[src/rtl/game_pkg.sv]
// Shared definitions for the player-path game logic: state encodings,
// sword sprite codes and tile-grid geometry.
package game_pkg;

  localparam int POS_W     = 8;
  localparam int GRID_COLS = 16;
  localparam int GRID_ROWS = 12;

  localparam logic [3:0] SWORD_ACTIVE = 4'b0001;
  localparam logic [3:0] SWORD_HIDDEN = 4'b1111;

  typedef enum logic [1:0] {
    PLAY      = 2'd0,
    HIT       = 2'd1,
    INVULN    = 2'd2,
    GAME_OVER = 2'd3
  } game_state_t;

endpackage

[src/rtl/collision_detect.sv]
// Tile-equality compare of the player and the drawn sword against one enemy.
module collision_detect
  import game_pkg::*;
#(
  parameter logic [3:0] SWORD_CODE = 4'b0001
) (
  input  logic [POS_W-1:0] player_pos,
  input  logic [POS_W-1:0] sword_position,
  input  logic [3:0]       sword_visible,
  input  logic [POS_W-1:0] enemy_pos,
  input  logic             enemy_valid,
  output logic             player_col,
  output logic             sword_col
);

  assign player_col = enemy_valid && (player_pos == enemy_pos);
  assign sword_col  = enemy_valid && (sword_visible == SWORD_CODE) &&
                      (sword_position == enemy_pos);

endmodule

[src/rtl/game_state_controller.sv]
// Frame-driven lives / hit / respawn / invulnerability / game-over sequencer
// with registered outputs and per-enemy sword kill pulses.
module game_state_controller
  import game_pkg::*;
#(
  parameter int         N_ENEMY        = 4,
  parameter int         LIVES_INIT     = 3,
  parameter int         RESPAWN_FRAMES = 16,
  parameter int         INVULN_FRAMES  = 40,
  parameter logic [3:0] SWORD_ACTIVE   = 4'b0001
) (
  input  logic                 clk,
  input  logic                 reset,
  input  logic                 trigger,
  input  logic                 restart,
  input  logic [7:0]           player_pos,
  input  logic [7:0]           sword_position,
  input  logic [3:0]           sword_visible,
  input  logic [8*N_ENEMY-1:0] enemy_pos,
  input  logic [N_ENEMY-1:0]   enemy_valid,
  output logic [1:0]           game_state,
  output logic [1:0]           lives,
  output logic                 player_respawn,
  output logic                 player_blink,
  output logic [N_ENEMY-1:0]   enemy_hit,
  output logic                 game_over
);

  localparam logic [5:0] RESPAWN_LAST = 6'(RESPAWN_FRAMES - 1);
  localparam logic [5:0] INVULN_LAST  = 6'(INVULN_FRAMES - 1);
  localparam logic [1:0] LIVES_RELOAD = 2'(LIVES_INIT);

  game_state_t          state_q, state_d;
  logic [1:0]           lives_q, lives_d;
  logic [5:0]           cnt_q, cnt_d, cnt_inc;
  logic                 blink_q, blink_d;
  logic                 respawn_q, respawn_d;
  logic                 game_over_q;
  logic                 boot_q;
  logic [N_ENEMY-1:0]   hit_q, hit_d;
  logic [N_ENEMY-1:0]   player_col, sword_col;
  logic                 body_hit;

  for (genvar i = 0; i < N_ENEMY; i++) begin : g_col
    collision_detect #(.SWORD_CODE(SWORD_ACTIVE)) u_col (
      .player_pos    (player_pos),
      .sword_position(sword_position),
      .sword_visible (sword_visible),
      .enemy_pos     (enemy_pos[8*i +: 8]),
      .enemy_valid   (enemy_valid[i]),
      .player_col    (player_col[i]),
      .sword_col     (sword_col[i])
    );
  end

  // A body contact on a tile the sword is also killing does not count.
  assign body_hit = |(player_col & ~sword_col);
  assign cnt_inc  = (cnt_q == 6'd63) ? cnt_q : cnt_q + 6'd1;

  // NOTE: every always_comb output gets a default first so no path infers a latch.
  always_comb begin
    state_d   = state_q;
    lives_d   = lives_q;
    cnt_d     = cnt_q;
    blink_d   = blink_q;
    hit_d     = '0;
    respawn_d = 1'b0;
    if (trigger) begin
      case (state_q)
        PLAY: begin
          hit_d = sword_col;
          if (body_hit) begin
            if (lives_q <= 2'd1) begin
              state_d = GAME_OVER;
              lives_d = 2'd0;
            end else begin
              state_d = HIT;
              lives_d = lives_q - 2'd1;
              cnt_d   = 6'd0;
            end
          end
        end
        HIT: begin
          hit_d = sword_col;
          if (cnt_q == RESPAWN_LAST) begin
            state_d   = INVULN;
            respawn_d = 1'b1;
            cnt_d     = 6'd0;
          end else begin
            cnt_d = cnt_inc;
          end
        end
        INVULN: begin
          hit_d = sword_col;
          if (cnt_q == INVULN_LAST) begin
            state_d = PLAY;
            cnt_d   = 6'd0;
          end else begin
            cnt_d = cnt_inc;
          end
        end
        GAME_OVER: begin
          if (restart) begin
            state_d   = INVULN;
            lives_d   = LIVES_RELOAD;
            respawn_d = 1'b1;
            cnt_d     = 6'd0;
          end
        end
        default: ;
      endcase
      blink_d = (state_d == INVULN) && cnt_d[2];
    end
  end

  // NOTE: state registers use non-blocking assignments so every flop samples pre-edge values.
  always_ff @(posedge clk) begin
    if (reset) begin
      state_q     <= PLAY;
      lives_q     <= LIVES_RELOAD;
      cnt_q       <= 6'd0;
      blink_q     <= 1'b0;
      hit_q       <= '0;
      respawn_q   <= 1'b0;
      game_over_q <= 1'b0;
      boot_q      <= 1'b1;
    end else begin
      state_q     <= state_d;
      lives_q     <= lives_d;
      cnt_q       <= cnt_d;
      blink_q     <= blink_d;
      hit_q       <= hit_d;
      // The first edge out of reset re-initialises the player logic.
      respawn_q   <= respawn_d | boot_q;
      game_over_q <= (state_d == GAME_OVER);
      boot_q      <= 1'b0;
    end
  end

  assign game_state     = state_q;
  assign lives          = lives_q;
  assign player_respawn = respawn_q;
  assign player_blink   = blink_q;
  assign enemy_hit      = hit_q;
  assign game_over      = game_over_q;

endmodule
[config.mk]
export PLATFORM = sky130hd
export DESIGN_NAME = game_state_controller
export DESIGN_NICKNAME = d
export VERILOG_FILES = /design/src/rtl/game_pkg.sv /design/src/rtl/collision_detect.sv /design/src/rtl/game_state_controller.sv
export SDC_FILE = /design/constraint.sdc
export NUM_CORES = 1
export LEC_CHECK = 0
export ABC_CLOCK_PERIOD_IN_PS = 5800
export CORE_UTILIZATION = 30
export CTS_BUF_LIST = sky130_fd_sc_hd__clkbuf_4 sky130_fd_sc_hd__clkbuf_8 sky130_fd_sc_hd__clkbuf_16
export DETAILED_ROUTE_END_ITERATION = 12
export GPL_ROUTABILITY_DRIVEN = 0
export GPL_TIMING_DRIVEN = 0
export SLEW_MARGIN = 20
export SYNTH_ARGS = -nofsm -noshare
export SYNTH_HDL_FRONTEND = slang
export SYNTH_HIERARCHICAL = 1
export SYNTH_SLANG_ARGS = --single-unit
[constraint.sdc]
create_clock -name clk -period 5.8 [get_ports clk]
set_input_delay 1.16 -clock clk [delete_from_list [all_inputs] [get_ports clk]]
set_output_delay 1.16 -clock clk [all_outputs]
set_load 0.01 [all_outputs]
==> results of run 1 <==
[cell type report]
type / instances / area, um^2 / share of cell area, %
plain buffers: 6 / 31.3 / 1.18
inverters: 2 / 7.51 / 0.283
clock buffers: 3 / 41.3 / 1.56
flip-flops and latches: 18 / 360 / 13.6
repair buffers: 69 / 691 / 26.1
well taps: 75 / 93.8 / 3.54
multi-input cells: 197 / 1420 / 53.8
[layer usage]
metal / part of all wire [%] / global-route usage [%] / wire (um)
met1: 40 / 18.5 / 2020
met2: 51 / 32.7 / 2590
met3: 6.0 / 2.63 / 302
met4: 2.7 / 6.61 / 136
met5: 0 / 0 / 0
[worst reg2reg max path, cell delays in order, from the launching register on]
cell and delay, ns:
dfxtp_1 0.41, buf_2 0.27, nor2_1 0.10, a21oi_1 0.44, a21boi_0 0.32, o32ai_1 0.13
[cell usage after synthesis, drive strengths merged (3+ instances only)]
master / n
buf: 5
nand3: 9
nor2b: 6
and2: 4
nand4: 12
nand2b: 8
o32ai: 3
a21oi: 7
nor2: 12
dfxtp: 18
nand2: 18
o21ai: 7
nor4b: 4
xnor2: 64
nor3: 11
[state kept, by name (all words and copies together), names as in the netlist]
| signal | count |
|---|---|
| cnt_q | 6 |
| game_over | 1 |
| lives | 2 |
| player_blink | 1 |
| player_respawn | 1 |
| enemy_hit | 4 |
| game_state | 2 |
| boot_q | 1 |
[report_power, final]
part / internal [mW] / switching [mW] / total [mW]
Combinational: 0.0736 / 0.0537 / 0.127
Clock: 0.0461 / 0.0391 / 0.0851
Sequential: 0.125 / 0.000533 / 0.126
[cells by family (layout without fill, tap and decap cells)]
family | count (synthesis) | in the layout
simple gates | 93 | 93
xor+xnor | 64 | 64
compound gates | 38 | 38
flops | 18 | 18
buf+inv | 8 | 80
fa+ha+maj | 1 | 1
mux | 1 | 1
[layout by cell type (no fill, tap or decap), types with 2 or more instances in the layout]
cell and n:
nor2b_1 5, dfxtp_1 18, nand2b_1 8, and3b_1 2
and2_1 3, clkbuf_8 3, nor4b_2 4, a21boi_0 2
clkdlybuf4s50_1 69, nand2_1 18, o41ai_1 2, nor3_1 7
o22ai_1 2, a211oi_1 2, a31oi_1 2, xnor2_1 64
o21ai_0 6, nor2_1 12, nand4_1 12, or2_2 2
a21oi_1 6, nand3_1 9, nor3_2 4, o21bai_1 2
inv_1 2, nand3b_1 2, o32ai_1 3, buf_2 4
[path summary, 6_finish.rpt]
kind,to,slack (ns)
worst max-delay path,cnt_q[0],2.36
worst min-delay path,player_respawn,0.45
worst max register to register,cnt_q[0],4.01
worst min register to register,player_respawn,0.45
==> metrics, run 1 <==
Post-CTS Setup Bufs=0; DRT Pass-1 Iters=4; hold_buf cts=0; CTS buffer count=3; HP Start=boot_q; min-delay worst type=register to register; # DRC=0; GRT overflow=0; Worst path max stage delay=0.51 ns; sequential fraction of the synthesis area=19.8%; final setup vio count=0; Min-Delay Path Depth=2; Reg2Reg Depth=5; Synth Warn #=6; Critical Path RT=5.92 ns; Starting Density=31.0%; Post-Layout Cell Count=370; die area=0.00639 mm^2; period utilization=59.3%; Iteration-0 DRC Markers=58; Leak Pwr=0.807 nW; hold slack final=0.451 ns; CP Launch Type=primary input; first-pass GRT wire length=8520 um; wire per inst=13.7 um; main area contributors after synthesis=xnor2_1 31%, dfxtp_1 20%, nand4_1 4.1%, nand2_1 3.7%, nor4b_2 3.3%; Finished Cell Area=0.00265 mm^2; mux cell area share after synthesis=0.618%; Vias=1,819; # IOs=71; R2R Path Start=game_state[0]; total power=0.338 mW; Clock Tree Root=clkbuf_8; Worst-Margin Slew=0.529 ns; Final Hold Viols=0; distinct cell type count after synthesis=46; Setup TNS=0 ns; vias in the first global route=1,906; top cell type's share of synthesized area=30.7%; Setup CP Type=primary input to register; FF+latch count, synth=18; Cells after Synth=223; DRT Wirelength=5050 um; kind of cell adding the most delay to the critical path=compound AO/OA/AOI/OAI gates; Layout Area Growth over Synthesis=45.3%; Longest Clk Path Bufs=2; Max Slew Vio Count=0; Simple-Gate Fraction of Synth Area=30.7%; RSZ-0062 raised after global routing=no; Crit path depth=9; Site Rows=28; pre-CTS setup slack=2.13 ns; final worst-path setup slack=2.36 ns; Die W=80.0 um; Core Util, Final=45.0%; async set-or-reset flop fraction in the synthesized netlist=0%; antenna cells=0; Synth Area in Compound Gates=15.4%; Top FF cell, synth=dfxtp_1; core area=0.00589 mm^2; Sink Count=18; critical path endpoint category=register; HPWL Detailed=4410 um; initial antenna violation count=0; worst path cell trace=clkdlybuf4s50_1 -> xnor2_1 -> nand4_1 -> nor3_1 -> nor2b_1 -> o41ai_1 -> a21oi_1 -> a21boi_0 -> o32ai_1; placed cell area=0.00261 mm^2; crit path from=player_pos[2]; # placed instances=367; Mean Syn Cell Area=8.17 um^2; max cap viols=0; layout cells sized above 1=9.49%; clock insertion delay at the later pin of the skew report=0.25 ns; Buffers & Inverters on Critical Path=1; Post-synth EDFFs=0; Die Y=80.0 um; Reg clk slew, reported paths=0.06 ns; f_max=291 MHz; Crit path arrival time=3.56 ns; Post-Syn Nets=284; fill count=612; skew final=0.00257 ns; CP max stage cell=clkdlybuf4s50_1; Worst Path Max Fanout=7; Nets=358; post-route minimum period=3.44 ns; pwr/cell area=128 mW/mm^2; status=completed; number of gates resized after cts=0; IO buf count=69; GRT Util Overall=17.1%; Avg Vias per Cell=4.92; H-Tree Depth=1; maximum vdd drop=0.0000626 V; mapped cell area=0.00182 mm^2; post-synthesis adder-cell area fraction=0.686%; maximum number of pins on one net before global-route repair=11; Antenna Nets Post-Route=0; CTS tree=yes; main combinational cell family by area after synthesis=XOR/XNOR gates; post-synthesis xor/xnor area fraction=30.7%; leading area contributor after synthesis=xnor2_1; relative slew slack=64.7%
(Power assumes the default switching activity.)
==> run 2, diff against run 1 <==
Settings changed: ABC_CLOCK_PERIOD_IN_PS 5800 to 3500.
Clock period 5.8 ns to 3.5 ns, I/O delays scaled along.
==> results of run 2 <==
Same layout as run 1 (identical final DEF). Status: completed.
Main changes from that run: setup slack after placement 2.13 ns -> 0.286 ns; setup slack after layout 2.36 ns -> 0.520 ns; register-to-register setup slack 4.01 ns -> 1.71 ns; total power 0.338 mW -> 0.560 mW; worst IR drop on VDD 0.0000626 V -> 0.000104 V
==> run 3, diff against run 2 <==
Settings changed: CELL_PAD_IN_SITES_DETAIL_PLACEMENT from default to 1, CELL_PAD_IN_SITES_GLOBAL_PLACEMENT from default to 1, PLACE_DENSITY_LB_ADDON from default to 0.1.
==> run 3 against run 2 <==
Effect of this change: design area grew 0.52%; setup slack worse by 0.018 ns; non-clock buffer count did not move; routed wire length grew 10%; clock skew increased by 0.0037 ns; sequential share of layout area down 0.070 points; combinational power barely moved; global-route usage increased by 0.98 points; via count down 0.82%; clock-buffer cell count rose by 1; critical path type unchanged; highest routed layer unchanged.
==> metrics, run 3 (synthesis results as in run 1) <==
status=completed; critical path endpoint category=register; f_max=334 MHz; Sink Count=18 (unchanged); layout cells sized above 1=9.80% (+0.31 points); initial antenna violation count=0 (unchanged); Reg2Reg Capture Point=cnt_q[3]; Vias=1,804 (-0.82%); R2R Path Start=cnt_q[0]; die area=0.00639 mm^2 (unchanged); CP Launch Type=primary input; Post-CTS Setup Bufs=0 (unchanged); Reg clk slew, reported paths=0.07 ns (about the same); max FFs per register=6 (unchanged); Layout Area Growth over Synthesis=46.1%; worst path cell trace=clkdlybuf4s50_1 -> xnor2_1 -> nand3_1 -> nor3_1 -> nor2b_1 -> o41ai_1 -> a21oi_1 -> a21boi_0 -> o32ai_1; Min-Delay Path Depth=2 (unchanged); min-delay worst type=register to register; pre-CTS setup slack=0.210 ns; hold_buf cts=0 (unchanged); Worst-Margin Slew=0.549 ns (+0.0203 ns); Starting Density=31.0% (unchanged); H-Tree Depth=1 (unchanged); pwr/cell area=224 mW/mm^2; Hold Path End=player_blink; most frequent cells in the layout=69 x clkdlybuf4s50_1, 64 x xnor2_1, 18 x nand2_1, 18 x dfxtp_1; register bank with the most flops=cnt_q; clock insertion delay at the later pin of the skew report=0.26 ns (about the same); max cap viols=0 (unchanged); Worst path max stage delay=0.59 ns (+0.08 ns); skew final=0.00625 ns (+0.00369 ns); DRT Pass-1 Iters=4 (unchanged); first-pass GRT wire length=8890 um (+4.3%); # IOs=71 (unchanged); wire per inst=15.0 um (+9.7%); commonest non-fill, non-tap cell in the layout=clkdlybuf4s50_1; Avg Vias per Cell=4.86 (-1.1%); DRT Wirelength=5560 um (+10%); CTS buffer count=3 (unchanged); final worst-path setup slack=0.502 ns; HPWL Detailed=4770 um (+8.3%); Crit path arrival time=3.13 ns; antenna cells=0 (unchanged); Nets=358 (unchanged); core area=0.00589 mm^2 (unchanged); Critical Path RT=3.64 ns; vias in the first global route=1,835 (-3.7%); Max Slew Vio Count=0 (unchanged); Antenna Nets Post-Route=0 (unchanged); RSZ-0062 raised after global routing=no; Setup CP Type=primary input to register; Reg2Reg Depth=6 (+1); # DRC=0 (unchanged); Leak Pwr=0.814 nW (+0.89%); Clock Tree Root=clkbuf_8; GRT overflow=0 (unchanged); Longest Clk Path Bufs=2 (unchanged); final setup vio count=0 (unchanged); number of gates resized after cts=0 (unchanged); period utilization=85.6%; Die W=80.0 um (unchanged); Final Hold Viols=0 (unchanged); HP Start=player_blink; maximum number of pins on one net before global-route repair=11 (unchanged); maximum vdd drop=0.000123 V; CP max stage cell=clkdlybuf4s50_1; IO buf count=69 (unchanged); Die Y=80.0 um (unchanged); post-route minimum period=3.00 ns; CTS tree=yes; Site Rows=28 (unchanged); Worst Path Max Fanout=7 (unchanged); Iteration-0 DRC Markers=71 (+22%); GRT Util Overall=18.1% (+0.98 points); R2R setup slack=1.64 ns; relative slew slack=63.4% (-1.4 points); Setup TNS=0 ns (unchanged)
-- run 3: where the power goes --
group	internal, mW	switching [mW]	total [mW]
logic	0.122	0.0876	0.210
clock network	0.100	0.0793	0.180
registers	0.207	0.000762	0.208
-- run 3: area by class of cell --
| class | instances | area (um^2) |
|---|---|---|
| tap | 75 | 93.8 |
| fill | 725 | 3220 |
| multi-input combinational | 197 | 1420 |
| inverter | 2 | 7.51 |
| buffer | 6 | 31.3 |
| sequential | 18 | 360 |
| clock buffer | 4 | 55.1 |
| timing repair buffer | 69 | 691 |
-- run 3: critical path: cells and delay by family --
kind,cells,cell delay (ns)
AOI/OAI and AO/OA,4,1.04
and+or+nand+nor,3,0.63
buffers and inverters,1,0.59
xor gates and xnor gates,1,0.16
-- run 3: how the worst max path moves through the flow --
stage | slack [ns] | to | start | cells after the start
finish | 0.50 | cnt_q[0] | player_pos[4] | 9
global placement | 0.27 | cnt_q[0] | player_pos[1] | 9
floorplan | 1.07 | game_over | sword_visible[1] | 8
detailed placement | 0.21 | cnt_q[0] | player_pos[4] | 9
CTS | 0.49 | cnt_q[0] | player_pos[4] | 9
global route | 0.25 | cnt_q[0] | player_pos[7] | 9
-- run 3: through the flow --
| step | power (mW) | util (%) | cell area [um^2] | instances | hold slack, ns |
|---|---|---|---|---|---|
| floorplan | 0.309 | - | 1820 | 223 | 0.413 |
| global placement | 0.422 | 44.3 | 2610 | 367 | 0.455 |
| detailed placement | 0.424 | 44.3 | 2610 | 367 | 0.456 |
| CTS | 0.607 | 45.2 | 2660 | 371 | 0.473 |
| global route | 0.631 | 45.2 | 2660 | 371 | 0.524 |
| finish | 0.597 | 45.2 | 2660 | 371 | 0.467 |
-- run 3: routing by layer --
metal | up-vias | GRT usage, % | routed length, um
met5 | - | 0 | 0
met2 | 35 | 30.9 | 2530
met4 | 0 | 1.07 | 8
li1 | 942 | - | -
met1 | 825 | 24.4 | 2830
met3 | 2 | 3.43 | 186
